### src/rtl/reg_arb_pkg.sv
// -----------------------------------------------------------------------------
// reg_arb_pkg
// Shared definitions for the round-robin register write arbiter.
//   REG_ARB_N / REG_ARB_W : default requester count and data width
//   arb_state_e           : FSM state encoding (LOCKED exists only when the
//                           REG_ARB_LOCK_EN macro is defined)
//   wrap_inc()            : (idx + 1) mod n without a divider
//   idx_width()           : bits needed to hold an index 0..n-1
// Optional feature macro: REG_ARB_LOCK_EN
// -----------------------------------------------------------------------------
package reg_arb_pkg;

   localparam int REG_ARB_N = 4;
   localparam int REG_ARB_W = 8;

   typedef enum logic [1:0] {
      ST_IDLE   = 2'd0,
      ST_WRITE  = 2'd1
`ifdef REG_ARB_LOCK_EN
      ,
      ST_LOCKED = 2'd2
`endif
   } arb_state_e;

   function automatic int wrap_inc(input int idx, input int n);
      return (idx + 1 >= n) ? 0 : idx + 1;
   endfunction

   function automatic int idx_width(input int n);
      return (n > 1) ? $clog2(n) : 1;
   endfunction

endpackage

### src/rtl/reg_write_arbiter_rr_pick.sv
// -----------------------------------------------------------------------------
// rr_pick
// Purely combinational round-robin picker. Searches req starting at ptr and
// moving upward modulo N; the first set bit wins.
// Ports:
//   req       in  [N-1:0]   request vector
//   ptr       in  [PW-1:0]  index where the search starts (must be < N)
//   grant     out [N-1:0]   one-hot winner (all zero when nothing requested)
//   grant_idx out [PW-1:0]  binary index of the winner
//   valid     out           at least one request present
// Optional feature macro: REG_ARB_LOCK_EN (not used in this file)
// -----------------------------------------------------------------------------
module rr_pick
   import reg_arb_pkg::*;
#(
   parameter int N  = REG_ARB_N,
   parameter int PW = idx_width(REG_ARB_N)
) (
   input  logic [N-1:0]  req,
   input  logic [PW-1:0] ptr,
   output logic [N-1:0]  grant,
   output logic [PW-1:0] grant_idx,
   output logic          valid
);

   // cand[k] is the requester index examined at search offset k.
   logic [PW-1:0] cand [N];

   genvar gi;
   generate
      for (gi = 0; gi < N; gi++) begin : g_cand
         // One extra bit so ptr + offset (< 2N) cannot overflow before wrapping.
         logic [PW:0] sum;
         assign sum = {1'b0, ptr} + (PW+1)'(gi);
         assign cand[gi] = (sum >= (PW+1)'(N)) ? PW'(sum - (PW+1)'(N)) : sum[PW-1:0];
      end
   endgenerate

   // Walk offsets from farthest to nearest so the nearest hit overwrites.
   always_comb begin
      grant     = '0;
      grant_idx = '0;
      valid     = 1'b0;
      for (int k = N - 1; k >= 0; k--) begin
         if (req[cand[k]]) begin
            grant           = '0;
            grant[cand[k]]  = 1'b1;
            grant_idx       = cand[k];
            valid           = 1'b1;
         end
      end
   end

endmodule

### src/rtl/reg_write_arbiter.sv
// -----------------------------------------------------------------------------
// reg_write_arbiter
// Round-robin arbiter that funnels N requesters onto one shared register
// write port. A request sampled in IDLE produces a single WRITE cycle on the
// next clock (reg_en + one-hot ack), after which the FSM returns to IDLE and
// the search pointer moves past the winner. All outputs are registered.
// Ports:
//   clk     in            clock
//   rst     in            asynchronous active-high reset
//   req     in  [N-1:0]   per-requester request, held until its ack
//   data    in  [N*W-1:0] requester i data in bits [i*W +: W]
//   lock    in  [N-1:0]   (REG_ARB_LOCK_EN only) keep ownership after a write
//   ack     out [N-1:0]   one-hot, one-cycle pulse to the requester served
//   reg_d   out [W-1:0]   data to the shared register (held outside WRITE)
//   reg_en  out           write enable to the shared register
//   busy    out           high whenever the FSM is not IDLE
// Optional feature macro: REG_ARB_LOCK_EN adds the lock port and the LOCKED
// state, in which only the owning requester may write again.
// -----------------------------------------------------------------------------
module reg_write_arbiter
   import reg_arb_pkg::*;
#(
   parameter int N = REG_ARB_N,
   parameter int W = REG_ARB_W
) (
   input  logic           clk,
   input  logic           rst,
   input  logic [N-1:0]   req,
   input  logic [N*W-1:0] data,
`ifdef REG_ARB_LOCK_EN
   input  logic [N-1:0]   lock,
`endif
   output logic [N-1:0]   ack,
   output logic [W-1:0]   reg_d,
   output logic           reg_en,
   output logic           busy
);

   localparam int PW = idx_width(N);

   arb_state_e    state_q,  state_d;
   logic [PW-1:0] ptr_q,    ptr_d;
   logic [PW-1:0] owner_q,  owner_d;
   logic [N-1:0]  ack_q,    ack_d;
   logic [W-1:0]  reg_d_q,  reg_d_d;
   logic          reg_en_q, reg_en_d;
   logic          busy_q,   busy_d;

   logic [N-1:0]  pick_grant;
   logic [PW-1:0] pick_idx;
   logic          pick_valid;
   logic [PW-1:0] owner_next;
   logic [W-1:0]  req_data [N];

   rr_pick #(
      .N  (N),
      .PW (PW)
   ) u_pick (
      .req       (req),
      .ptr       (ptr_q),
      .grant     (pick_grant),
      .grant_idx (pick_idx),
      .valid     (pick_valid)
   );

   genvar gi;
   generate
      for (gi = 0; gi < N; gi++) begin : g_data
         assign req_data[gi] = data[gi*W +: W];
      end
   endgenerate

   // Pointer value once the current owner is released.
   assign owner_next = PW'(wrap_inc(int'(owner_q), N));

`ifdef REG_ARB_LOCK_EN
   logic [N-1:0] owner_onehot;
   assign owner_onehot = N'(1) << owner_q;
`endif

   always_comb begin
      state_d  = state_q;
      ptr_d    = ptr_q;
      owner_d  = owner_q;
      ack_d    = '0;
      reg_en_d = 1'b0;
      reg_d_d  = reg_d_q;
      case (state_q)
         ST_IDLE: begin
            if (pick_valid) begin
               state_d  = ST_WRITE;
               owner_d  = pick_idx;
               ack_d    = pick_grant;
               reg_en_d = 1'b1;
               reg_d_d  = req_data[pick_idx];
            end
         end
         ST_WRITE: begin
            // req is ignored here; the write in flight is already latched.
`ifdef REG_ARB_LOCK_EN
            if (lock[owner_q]) begin
               // Owner keeps the port; pointer stays put until release.
               state_d = ST_LOCKED;
            end else begin
               state_d = ST_IDLE;
               ptr_d   = owner_next;
            end
`else
            state_d = ST_IDLE;
            ptr_d   = owner_next;
`endif
         end
`ifdef REG_ARB_LOCK_EN
         ST_LOCKED: begin
            // Release takes priority over a further write from the owner.
            if (!lock[owner_q]) begin
               state_d = ST_IDLE;
               ptr_d   = owner_next;
            end else if (req[owner_q]) begin
               state_d  = ST_WRITE;
               ack_d    = owner_onehot;
               reg_en_d = 1'b1;
               reg_d_d  = req_data[owner_q];
            end
         end
`endif
         default: begin
            state_d = ST_IDLE;
         end
      endcase
      busy_d = (state_d != ST_IDLE);
   end

   always_ff @(posedge clk or posedge rst) begin
      if (rst) begin
         state_q  <= ST_IDLE;
         ptr_q    <= '0;
         owner_q  <= '0;
         ack_q    <= '0;
         reg_d_q  <= '0;
         reg_en_q <= 1'b0;
         busy_q   <= 1'b0;
      end else begin
         state_q  <= state_d;
         ptr_q    <= ptr_d;
         owner_q  <= owner_d;
         ack_q    <= ack_d;
         reg_d_q  <= reg_d_d;
         reg_en_q <= reg_en_d;
         busy_q   <= busy_d;
      end
   end

   assign ack    = ack_q;
   assign reg_d  = reg_d_q;
   assign reg_en = reg_en_q;
   assign busy   = busy_q;

endmodule
### config.mk
export PLATFORM = sky130hd
export DESIGN_NAME = reg_write_arbiter
export DESIGN_NICKNAME = d
export VERILOG_FILES = /design/src/rtl/reg_arb_pkg.sv /design/src/rtl/reg_write_arbiter_rr_pick.sv /design/src/rtl/reg_write_arbiter.sv
export SDC_FILE = /design/constraint.sdc
export NUM_CORES = 1
export LEC_CHECK = 0
export CORE_MARGIN = 2
export CORE_UTILIZATION = 33
export CTS_CLUSTER_SIZE = 28
export DETAILED_ROUTE_END_ITERATION = 8
export GPL_TIMING_DRIVEN = 1
export PLACE_DENSITY = 0.66
export SLEW_MARGIN = 10
export SYNTH_ARGS = -nofsm -noshare
export SYNTH_HDL_FRONTEND = slang
export SYNTH_HIERARCHICAL = 1
export SYNTH_SLANG_ARGS = --single-unit
### constraint.sdc
create_clock -name clk -period 3.3 [get_ports clk]
set_input_delay 0.33 -clock clk [delete_from_list [all_inputs] [get_ports clk]]
set_output_delay 0.33 -clock clk [all_outputs]
set_load 0.02 [all_outputs]
# After elaboration in Yosys (flattened, before gate mapping)

Index checks and enable logic that the tools add are counted.

Output and inout port bits: 14
RAM bits: 0
Latch bits: 0
Register bits: 20
Input bits: 38
Memory bits (read-only): 0
Memories: 0

$mul: 0
$lt $le $gt $ge: 14
Equality and inequality tests: 1
Bitwise logic cells: 1
Muxes and demuxes: 42
$add $sub $neg: 8
Divide/modulo/power cells: 0
Reduce and logical (&&, ||, !) cells: 7
Shift operators: 0

Operators by type and width:

| cell                  | number |
|---|---|
| $mux W4               | 6 |
| $mux W2               | 11 |
| $bmux W8 S2           | 1 |
| $mux W8               | 2 |
| $ge A3 B3 Y1 const B  | 5 |
| $mux W1               | 14 |
| $lt A2 B3 Y1 const B  | 4 |
| $bmux W1 S2           | 4 |
| $demux W1 S2          | 4 |
| $ge A2 B1 Y1 const B  | 4 |
| $sub A2 B1 Y2 const B | 4 |
| $add A2 B1 Y3 const B | 2 |
| $add A2 B2 Y3 const B | 2 |
| $logic_and A1 B1 Y1   | 4 |
| $ge A2 B3 Y1 const B  | 1 |
| $not A2 Y3            | 1 |
| $eq A2 B1 Y1 const B  | 1 |
| $logic_not A2 Y1      | 1 |
| $reduce_and A2 Y1     | 1 |
| $reduce_bool A2 Y1    | 1 |

# Longest topological paths before layout

Gate-level depths: netlist of run 1.

Word-level depth: 13
Mapped depth: 11
Mapped depth without buffers: 8

# Modules after synthesis

Netlist of run 1, hierarchy kept.

Modules (own cells, without submodules):

| module            | instances | cells an instance | area an instance (um2) |
|---|---|---|---|
| reg_write_arbiter | 1         | 55                | 960.9 |
| rr_pick           | 1         | 61                | 509.2 |

# Worst setup path before layout of run 1

No wires, ideal clock.

Kind: register to register
Start: register ptr_q[0]
End: register reg_d_q[4], in the netlist reg_d[4]
Path slack: 488 ps
Buffers on the path: 3
Arrival time: 2,687 ps
Stages on the path, launching flop included: 11
Clock period less this slack: 2,812 ps
Path through: dfrtp_1 buf_6 inv_1 ha_1 buf_2 nor2b_1 o211a_1 nor3_1 buf_6 mux4_2 mux2_4

Longest elaborated chain between the ends: 13

Ends and longest elaborated chain:

| element                                        | line                            | source |
|---|---|---|
| start, declared                                | reg_write_arbiter.sv:42         | `logic [PW-1:0] ptr_q, ptr_d;` |
| start signal, assigned                         | reg_write_arbiter.sv:145        | `ptr_q <= ptr_d;` |
| $add A2 B2 Y3                                  | reg_write_arbiter_rr_pick.sv:34 | `assign sum = {1'b0, ptr} + (PW+1)'(gi);` |
| $ge A3 B3 Y1 or $sub A2 B1 Y2 (tied branches)  | reg_write_arbiter_rr_pick.sv:35 | `assign cand[gi] = (sum >= (PW+1)'(N)) ? PW'(sum - (PW+1)'(N)) : sum[PW-1:0];` |
| $mux W2                                        | reg_write_arbiter_rr_pick.sv:35 |  |
| $bmux W1 S2                                    | reg_write_arbiter_rr_pick.sv:45 | `if (req[cand[k]]) begin` |
| $mux W1 (implied by the code)                  | reg_write_arbiter_rr_pick.sv:45 |  |
| $mux W2 (3 in a row)                           | reg_write_arbiter_rr_pick.sv:45 |  |
| $mux W2 (*)                                    | reg_write_arbiter_rr_pick.sv:45 |  |
| named net pick_idx[0]                          | reg_write_arbiter.sv:50         | `logic [PW-1:0] pick_idx;` |
| $not A2 Y3 (implied by the code) (*)           | reg_write_arbiter.sv:95         | `reg_d_d = req_data[pick_idx];` |
| $bmux W8 S2 (*)                                | reg_write_arbiter.sv:95         |  |
| $mux W8 (implied by the code) (*) (2 in a row) | reg_write_arbiter.sv:95         |  |
| end signal, assigned                           | reg_write_arbiter.sv:148        | `reg_d_q <= reg_d_d;` |
| end, declared                                  | reg_write_arbiter.sv:45         | `logic [W-1:0] reg_d_q, reg_d_d;` |

Mark *: on every way through the listed nets, which the timed path passes. The rest lies on a longest branch. The select of a mux whose other input is x is not followed.
A chain may end at the register's enable or synchronous reset.

# Final worst setup path of run 1

Start: register ptr_q[1]
End: register reg_d_q[7], in the netlist reg_d[7]

Same word-level chain as after synthesis.

==> metrics.cfg, run 1 <==
[placed_design]
place_ws_ps = 382
place_inst = 217
routabilityCongestion = 0.852
post-dp-hpwl_microns = 2680
port_buffers = 51

[floorplan]
core_area_sq_um = 4320
die_x_microns = 70.7
fp.dieH_microns = 70.7
rows = 24
initial_core_util_pct = 34.0
dieArea_sq_um = 5000
ioPinCount = 52

[power_and_ir_drop]
p_comb_share_pct = 68.0
p_sw_share_pct = 39.7
p_switching_w = 0.000682
power_density_nw_per_um2 = 833
ir_drop_v = 0.000425
p_int_w = 0.00104
clockPowerShare_pct = 9.2
leakagePower_nw = 0.855
seqPwrFrac_pct = 22.8

[global_routing]
gr-usage-met3_pct = 2.99
grt_overflow = 0
grt_pass1_wl_microns = 5820
grt_max_degree = 21
track_usage_pct = 14.5
grt_antenna_before_repair = 0
grt_pass1_vias = 1232
use_met1_pct = 18.9
met2_usage_pct = 23.8
busiest_layer = met2

[drt]
drtIter0Drc = 39
drc = 0
wirelength_microns = 3500
avgRoutedWirePerCell_microns = 15.9
detail-route-antenna-nets = 0
drt-pass1-iter-count = 4
vias = 1153
via_per_inst = 5.24

[job]
max_cap_violations = 0

[logic_synthesis]
syn_area_sq_um = 1470
synth_cell_type_count = 35
yosys_register_bits = 20
synth_ff_type = dfrtp_1
syn_avg_cell_area_sq_um = 12.7
netlist_instances = 116
ys_warn_count = 6
ys_seq_area_share_pct = 34.0
synth_edf_count = 0
synth-async-reset-ratio_pct = 100
syn-num-nets = 163

[setup_path]
path_class = flip-flop to flip-flop
start_kind = flip-flop
crit_buf_inv = 2
crit_path_end_kind = flip-flop
r2r_cells = 8
timing.rr.end = reg_d[7]
arrival_ps = 2880
ff2ff_setup_slack_ps = 560
critPathSlowestCell = mux4_2
cp_cell_sequence = inv_1 > ha_1 > nor2b_1 > o211a_1 > nor3_2 > buf_4 > mux4_2 > mux2_4
critPathMaxFanout = 11
crit_family = multiplexers
r2r-start = ptr_q[1]
cp.required_ps = 3440
slowest_delay_ps = 530

[layout]
layout.nets = 217
instances_no_fill = 220
mostFrequentLayoutCells = clkdlybuf4s50_1, dfrtp_1, mux4_2
drive_gt1_share_pct = 22.6
antenna_cells = 0
area_delta_synth_final_pct = 40.4
final_util_pct = 47.7
final_common_cell = clkdlybuf4s50_1

[sta]
hold_violations = 0
fin_crit_sh_pct = 83.1
grt_setup_unrepaired = no
timing.fmax_mhz = 365
tightest_slew_ps = 784
finalCriticalPeriod_ps = 2740
drv_slew = 0
fin_ws_ps = 558
finalSetupViolCount = 0
fin_skew_ps = 8.96
setup-tns-final_ps = 0
max_slew_margin_pct = 47.7

[cts]
h-tree-depth = 1
cts_hold_buf = 0
cts_resized = 0
cts_tree = yes
clkSinkCount = 20
post_cts.repair.setup_buffers = 0
cts_buffers = 3
clock-root-buffer = clkbuf_8
clkLatencyLatePin_ps = 260
cts_buffer_depth = 2
clk_pin_slew_ps = 80

[worst_hold_path]
min_path_cells = 1
hp-class = flip-flop to flip-flop
min_from = reg_d[7]
hold_end = reg_d[7]

[run_status]
status = finished, final reports clean

[worst register-to-register path, stage by stage (launching register included)]
cell and delay [ps]:
dfrtp_1 390, inv_1 180, ha_1 380, nor2b_1 210, o211a_1 250, nor3_2 180
buf_4 240, mux4_2 530, mux2_4 270
[power groups by stage]
stage	combinational [W]	sequential, W	clock, W
3_5_place_dp	0.00117	0.000396	0
4_1_cts	0.00118	0.000392	0.000163
5_1_grt	0.00127	0.000405	0.000180
3_3_place_gp	0.00113	0.000392	0
6_report	0.00117	0.000392	0.000158
2_1_floorplan	0.000729	0.000501	0
[routing by layer]
metal / vias to the layer above / share of wire [%]
met1: 554 / 44
met2: 54 / 47
li1: 539 / -
met4: 0 / 1.5
met3: 6 / 6.8
met5: - / 0
[through the flow]
step	total power (W)	hold WS, ps	area (sq um)
after floorplan	0.00123	294	1470
after global placement	0.00152	497	2020
after detailed placement	0.00157	492	2020
after CTS	0.00173	515	2060
after global routing	0.00185	532	2060
final	0.00172	514	2060
[cell usage after synthesis, types with 2 or more instances]
cell type	n	share of area (%)
and2_1	4	1.7
mux2_2	5	3.8
dfrtp_1	20	34
nor3b_1	3	1.5
nand4_1	4	1.7
nor2_1	9	2.3
a31oi_1	4	1.7
buf_6	5	3.8
a21oi_1	3	1.0
nand2_1	2	0.51
ha_1	9	7.7
inv_1	3	0.77
o21ai_0	3	1.0
a22oi_1	4	2.0
mux4_2	10	15
mux2_4	9	9.2
[sequential cells by signal, indices dropped and copies added, names as in the netlist]
signal / count
reg_d: 8
ack: 4
owner_q: 2
ptr_q: 2
state_q: 2
busy: 1
reg_en: 1
[how the worst max path moves through the flow]
stage	from	endpoint	slack [ps]	cells after the start
after floorplan	ptr_q[0]	reg_d[4]	490	10
after global placement	req[0]	reg_d[6]	460	7
after detailed placement	req[1]	reg_d[1]	380	7
after CTS	ptr_q[1]	reg_d[1]	550	8
after global routing	ptr_q[1]	reg_d[2]	420	8
final	ptr_q[1]	reg_d[7]	560	8
[kinds of logic (layout without fill, tap and decap cells)]
kind of cell | after synthesis | after routing | share of synthesized area, %
multiplexers | 26 | 26 | 30.8
flip-flops | 20 | 20 | 34.0
AO/OA/AOI/OAI | 17 | 17 | 7.66
adder cells (fa/ha/maj) | 9 | 9 | 7.66
other | 1 | 1 | 0.255
buffers and inverters | 10 | 62 | 5.19
AND/OR/NAND/NOR | 33 | 33 | 14.4
[area by class of cell]
class | count | area, sq um
Clock buffer | 3 | 41.3
Fill cell | 385 | 2260
Tap cell | 52 | 65.1
Inverter | 3 | 11.3
Sequential cell | 20 | 500
Timing Repair Buffer | 56 | 548
Multi-Input combinational cell | 86 | 898
Power figures use the tool's default switching activity.
==> run 2, diff against run 1 <==
Settings changed: PLACE_DENSITY 0.66 to 0.68.
Clock period 3.3 ns to 2.5 ns, I/O delays scaled along.
==> run 2 against run 1 <==
  * Largest power group unchanged
  * Worst setup slack got worse by 530 ps
  * Clock skew decreased by 4.6 ps
  * Wire length increased by 6.2%
  * Via count increased by 3.6%
  * Hold slack got worse by 89 ps
  * Register-to-register slack got worse by 530 ps
  * Clock-buffer cell count unchanged
==> metrics.cfg, run 2 (same netlist as run 1, synthesis figures left out) <==
[global_routing]
grt_antenna_before_repair = 0  ; unchanged
track_usage_pct = 15.4  ; +0.88 points
grt_pass1_vias = 1287  ; +4.5%
grt_pass1_wl_microns = 6300  ; +8.2%
grt_overflow = 0  ; unchanged
grt_max_degree = 21  ; unchanged

[sta]
fin_crit_sh_pct = 98.9  ; +16 points
worst_hold_slack_ps = 425  ; -88.9 ps
hold_violations = 0  ; unchanged
drv_slew = 0  ; unchanged
fin_skew_ps = 4.33  ; -4.62 ps
timing.fmax_mhz = 404  ; +11%
tightest_slew_ps = 772  ; -12.1 ps
grt_setup_unrepaired = yes
setup-tns-final_ps = 0  ; unchanged
finalSetupViolCount = 0  ; unchanged
max_slew_margin_pct = 48.5  ; +0.80 points
finalCriticalPeriod_ps = 2470  ; -269 ps

[layout]
final_common_cell = clkdlybuf4s50_1
nFillCells = 376  ; -2.3%
regArea_sq_um = 503  ; +0.50%
mostFrequentLayoutCells = clkdlybuf4s50_1, dfrtp_1, buf_4
multi_input_area_sq_um = 935  ; +4.0%
largest_register_ffs = 8  ; unchanged
drive_gt1_share_pct = 32.6  ; +10 points
layout.nets = 229  ; +5.5%
antenna_cells = 0  ; unchanged
area_delta_synth_final_pct = 52.4

[setup_path]
crit_path_end_kind = flip-flop
slowest_delay_ps = 550  ; +20 ps
crit_buf_inv = 1  ; -1
critPathSlowestCell = mux4_2
path_class = flip-flop to flip-flop
arrival_ps = 2620  ; -260 ps
critPathMaxFanout = 9  ; -2
start_kind = flip-flop
crit_family = multiplexers
cp_cell_sequence = mux4_2 > o211a_1 > nor3_4 > buf_12 > mux4_2 > mux2_4
cp.required_ps = 2640  ; -800 ps
path_common_cell = mux4_2

[drt]
drtIter0Drc = 51  ; +31%
detail-route-antenna-nets = 0  ; unchanged
avgRoutedWirePerCell_microns = 15.9  ; +0.25%
wirelength_microns = 3710  ; +6.2%
via_per_inst = 5.12  ; -2.2%
drt-pass1-iter-count = 4  ; unchanged
vias = 1194  ; +3.6%
drc = 0  ; unchanged

[cts]
cts_tree = yes
cts_buffers = 3  ; unchanged
clock-root-buffer = clkbuf_8
clk_pin_slew_ps = 80  ; about the same
clkLatencyLatePin_ps = 260  ; about the same
cts_buffer_depth = 2  ; unchanged
cts_hold_buf = 0  ; unchanged
clkSinkCount = 20  ; unchanged
h-tree-depth = 1  ; unchanged

[floorplan]
fp.dieH_microns = 70.7  ; unchanged
ioPinCount = 52  ; unchanged
initial_core_util_pct = 34.0  ; unchanged
die_x_microns = 70.7  ; unchanged
core_area_sq_um = 4320  ; unchanged
rows = 24  ; unchanged
dieArea_sq_um = 5000  ; unchanged

[worst_hold_path]
hp-class = primary input to asynchronous set/reset pin

[placed_design]
post-dp-hpwl_microns = 3030  ; +13%
port_buffers = 51  ; unchanged
routabilityCongestion = 0.807  ; -5.3%

[job]
max_cap_violations = 0  ; unchanged

[run_status]
status = finished, final reports clean

[power_and_ir_drop]
leakagePower_nw = 0.934  ; +9.2%
ir_drop_v = 0.000426  ; +0.20%
power_density_nw_per_um2 = 1160  ; +39%

==> run 2: path summary, 6_finish.rpt <==
check | startpoint | endpoint | slack, ps | cells after the start
hold reg to reg | reg_d[3] | reg_d[3] | 510 | 1
setup / recovery | ptr_q[0] | reg_d[0] | 30 | 6
hold / removal | rst | reg_en | 430 | 2
setup reg to reg | ptr_q[0] | reg_d[0] | 30 | 6
max in group asynchronous | rst | ptr_q[0] | 1540 | 2
min in group clk | reg_d[3] | reg_d[3] | 510 | 1
==> run 2: area by class of cell <==
class	instances	area share, %
Clock buffer	3	1.84
Clock inverter	1	1.34
Inverter	3	0.726
Multi-Input combinational cell	86	41.7
Sequential cell	20	22.4
Tap cell	52	2.90
Timing Repair Buffer	68	29.0
==> run 2: per-layer routing <==
| layer | up-vias | wire length [microns] | global-route usage (%) |
|---|---|---|---|
| li1 | 567 | - | - |
| met1 | 578 | 1610 | 20.5 |
| met2 | 49 | 1840 | 27.1 |
| met3 | 0 | 262 | 2.85 |
| met4 | 0 | 0 | 1.89 |
| met5 | - | 0 | 0 |
==> run 2: power breakdown <==
group | switching (W) | leakage [nW] | internal [W]
combinational | 0.000762 | 0.656 | 0.000969
sequential | 0.0000904 | 0.242 | 0.000453
clock | 0.000110 | 0.0357 | 0.000214
==> run 2: timing repair <==
| item | CTS | global route |
|---|---|---|
| setup buffers | 0 | 1 |
| setup endpoints to repair | 8 | 8 |
| pin swaps | 0 | 1 |
| hold endpoints to repair | 0 | 0 |
| resized for setup | 3 | 2 |
==> run 2: through the flow <==
step                setup WS [ps]  utilization, %  instances  area [sq um]  total power [W]
floorplan                   -5.60               -        116          1510          0.00170
global placement             -112            49.6        228          2150          0.00218
detailed placement           -183            49.6        228          2150          0.00225
CTS                          1.39            51.6        232          2230          0.00261
global route                -68.8            51.8        233          2240          0.00277
finish                       27.3            51.8        233          2240          0.00260
==> run 3, diff against run 2 <==
Settings changed: PLACE_DENSITY 0.68 to 0.66, SYNTH_HIERARCHICAL 1 to default.
==> run 3 against run 2 <==
  * Wire length rose by 32%
  * Clock power decreased by 20%
  * Design area up 19%
  * Utilization is 3.9 points higher
  * Sequential power down 4.8%
  * Clock skew rose by 7.2 ps
  * Flip-flop and latch count is the same
  * Cell count up 42%
  * Synthesized cell count is 62% higher
  * Maximum frequency fell by 0.31%
  * Power up 22%
  * Critical path type unchanged
  * Critical endpoint is now reg_d[5]
  * Largest cell class unchanged
==> metrics.cfg, run 3 <==
[placed_design]
port_buffers = 51  ; unchanged
place_ws_ps = -18.1  ; +164 ps
placed_area_sq_um = 2450  ; +14%
routabilityCongestion = 0.845  ; +4.7%
post-dp-hpwl_microns = 3590  ; +19%

[floorplan]
core_area_sq_um = 4790  ; +11%
dieArea_sq_um = 5600  ; +12%
die_x_microns = 74.8  ; +5.8%
initial_core_util_pct = 34.6  ; +0.59 points
rows = 25  ; +4.2%
fp.dieH_microns = 74.8  ; +5.8%
ioPinCount = 52  ; unchanged

[layout]
final_common_cell = clkdlybuf4s50_1
mostFrequentLayoutCells = clkdlybuf4s50_1, buf_4, nand2_1
fin_area_sq_um = 2670  ; +19%
antenna_cells = 0  ; unchanged
drive_gt1_share_pct = 23.0  ; -9.6 points
largest_register_ffs = 8  ; unchanged
layout.nets = 312  ; +36%
area_delta_synth_final_pct = 61.1

[logic_synthesis]
synth_ff_type = dfrtp_1
syn_avg_cell_area_sq_um = 8.80  ; -31%
synthXorXnorAreaFrac_pct = 0  ; unchanged
synth_compound_area_share_pct = 26.8  ; +19 points
synth-async-reset-ratio_pct = 100  ; unchanged
synthAdderAreaFrac_pct = 6.05  ; -1.6 points
ys_warn_count = 0  ; -6
yosys.area_share.simple_pct = 16.9  ; +2.5 points
synth.top_cells.by_count = nand2_1, dfrtp_1, mux2i_1
syn-num-nets = 234  ; +44%
synth.area.mux_share_pct = 13.2  ; -18 points
synth_top_family_by_area = compound AO/OA/AOI/OAI gates
syn_area_sq_um = 1660  ; +13%
synth_cell_type_count = 42  ; +20%
yosys_register_bits = 20  ; unchanged
ys_seq_area_share_pct = 30.2  ; -3.8 points
synthTopCellsByArea = dfrtp_1, mux2i_1, nand2_1
synth_top_area_share_pct = 30.2  ; -3.8 points
yosysTopAreaCell = dfrtp_1
synth.most_common_cell = nand2_1
synth_edf_count = 0  ; unchanged
netlist_instances = 188  ; +62%

[setup_path]
slowest_delay_ps = 420  ; -130 ps
cp_cell_sequence = clkinvlp_4 > ha_4 > buf_6 > mux2i_1 > mux2_4 > a221oi_4 > o31ai_4 > buf_6 > a2111oi_4 > a311oi_2
critPathMaxFanout = 8  ; -1
r2r_cells = 10  ; +4
arrival_ps = 2610  ; about the same
crit_path_end_kind = flip-flop
timing.rr.end = reg_d[5]
critPathSlowestCell = dfrtp_1
start_kind = flip-flop
cp.required_ps = 2630  ; about the same
path_common_cell = buf_6
path_class = flip-flop to flip-flop
ff2ff_setup_slack_ps = 20  ; about the same
r2r-start = ptr_q[0]

[drt]
avgRoutedWirePerCell_microns = 14.7  ; -7.7%
vias = 1753  ; +47%
via_per_inst = 5.28  ; +3.0%
detail-route-antenna-nets = 0  ; unchanged
drtIter0Drc = 80  ; +57%
drt-pass1-iter-count = 4  ; unchanged
drc = 0  ; unchanged
wirelength_microns = 4880  ; +32%

[sta]
fin_ws_ps = 19.6  ; -7.71 ps
grt_setup_unrepaired = yes
tightest_slew_ps = 802  ; +29.9 ps
finalSetupViolCount = 0  ; unchanged
finalCriticalPeriod_ps = 2480  ; +7.71 ps
max_slew_margin_pct = 46.5  ; -2.0 points
drv_slew = 0  ; unchanged
timing.fmax_mhz = 403  ; -0.31%
fin_crit_sh_pct = 99.2  ; +0.31 points
hold_violations = 0  ; unchanged
fin_skew_ps = 11.6  ; +7.22 ps

[global_routing]
grt_pass1_vias = 1695  ; +32%
grt_max_degree = 30  ; +43%
grt_antenna_before_repair = 0  ; unchanged
track_usage_pct = 18.0  ; +2.6 points
grt_overflow = 0  ; unchanged
grt_pass1_wl_microns = 7690  ; +22%

[power_and_ir_drop]
leakagePower_nw = 1.13  ; +21%
power_density_nw_per_um2 = 1190  ; +2.3%
ir_drop_v = 0.000576  ; +35%
power.total_w = 0.00316  ; +22%

[run_status]
status = finished, final reports clean

[cts]
cts_buffers = 3  ; unchanged
cts_buffer_depth = 2  ; unchanged
h-tree-depth = 1  ; unchanged
clkSinkCount = 20  ; unchanged
cts_hold_buf = 0  ; unchanged
clock-root-buffer = clkbuf_8
clk_pin_slew_ps = 90  ; about the same
cts_tree = yes
clkLatencyLatePin_ps = 270  ; about the same

[worst_hold_path]
hp-class = primary input to asynchronous set/reset pin

[job]
max_cap_violations = 0  ; unchanged

[run 3: cell count changes after synthesis, moves of 7 or more]
cell | before | now
nand2_1 | 2 | 27
mux2i_1 | 0 | 15
mux2_4 | 9 | 0
buf_2 | 1 | 9
mux4_2 | 10 | 2
a21boi_0 | 0 | 7
[run 3: layout make-up]
type	count	area (sq um)
clock buffers	4	55.1
fillers	430	2120
inverters	10	43.8
multi-input cells	144	1180
repair buffers	87	800
flip-flops and latches	20	500
well taps	67	83.8
[run 3: per-stage QoR]
stage	hold slack [ps]	setup TNS, ps	cells	utilization (%)
global route	518	-381	332	55.7
global placement	485	-86.4	321	51.3
detailed placement	497	-27.8	321	51.3
CTS	465	0	327	52.9
finish	432	0	332	55.7
floorplan	214	-92.1	188	-
[run 3: what timing repair did]
item | 4_1_cts | 5_1_grt
setup buffers | 2 | 8
resized for setup | 2 | 22
endpoints found under the setup margin | 3 | 12
pin swaps | 0 | 12
[run 3: routing by layer]
layer	wire length, microns	share of wire [%]	vias up	global-route usage [%]
met4	89	1.8	0	6.75
li1	-	-	851	-
met5	0	0	-	0
met1	2200	45	830	24.0
met3	253	5.2	8	3.61
met2	2340	48	64	28.9
[run 3: worst max-delay path: cells and delay by family (launching register included)]
kind	cells	cell delay, ps
AO/OA/AOI/OAI	4	820
adder cells (fa/ha/maj)	1	270
flip-flops	1	420
buffers and inverters	3	430
multiplexers	2	400
[run 3: cells by family after synthesis]
| kind of cell | Yosys count |
|---|---|
| other cells | 1 |
| buf+inv | 24 |
| mux | 19 |
| compound gates | 56 |
| simple gates | 60 |
| flops | 20 |
| fa+ha+maj | 8 |
[run 3: how the worst max path moves through the flow]
stage | from | end | slack, ps | depth (start not counted)
3_3_place_gp | req[3] | reg_d[2] | -30 | 10
3_5_place_dp | req[3] | reg_d[2] | -20 | 10
4_1_cts | ptr_q[0] | reg_d[0] | 30 | 10
6_report | ptr_q[0] | reg_d[5] | 20 | 10
5_1_grt | ptr_q[0] | reg_d[4] | -70 | 10
2_1_floorplan | ptr_q[0] | reg_d[3] | -20 | 10
[run 3: power breakdown]
| part | internal [W] | switching (W) | leakage [nW] |
|---|---|---|---|
| combinational | 0.00117 | 0.00122 | 0.860 |
| clock | 0.000141 | 0.000119 | 0.0288 |
| sequential | 0.000445 | 0.0000715 | 0.243 |
| total | 0.00175 | 0.00141 | 1.13 |
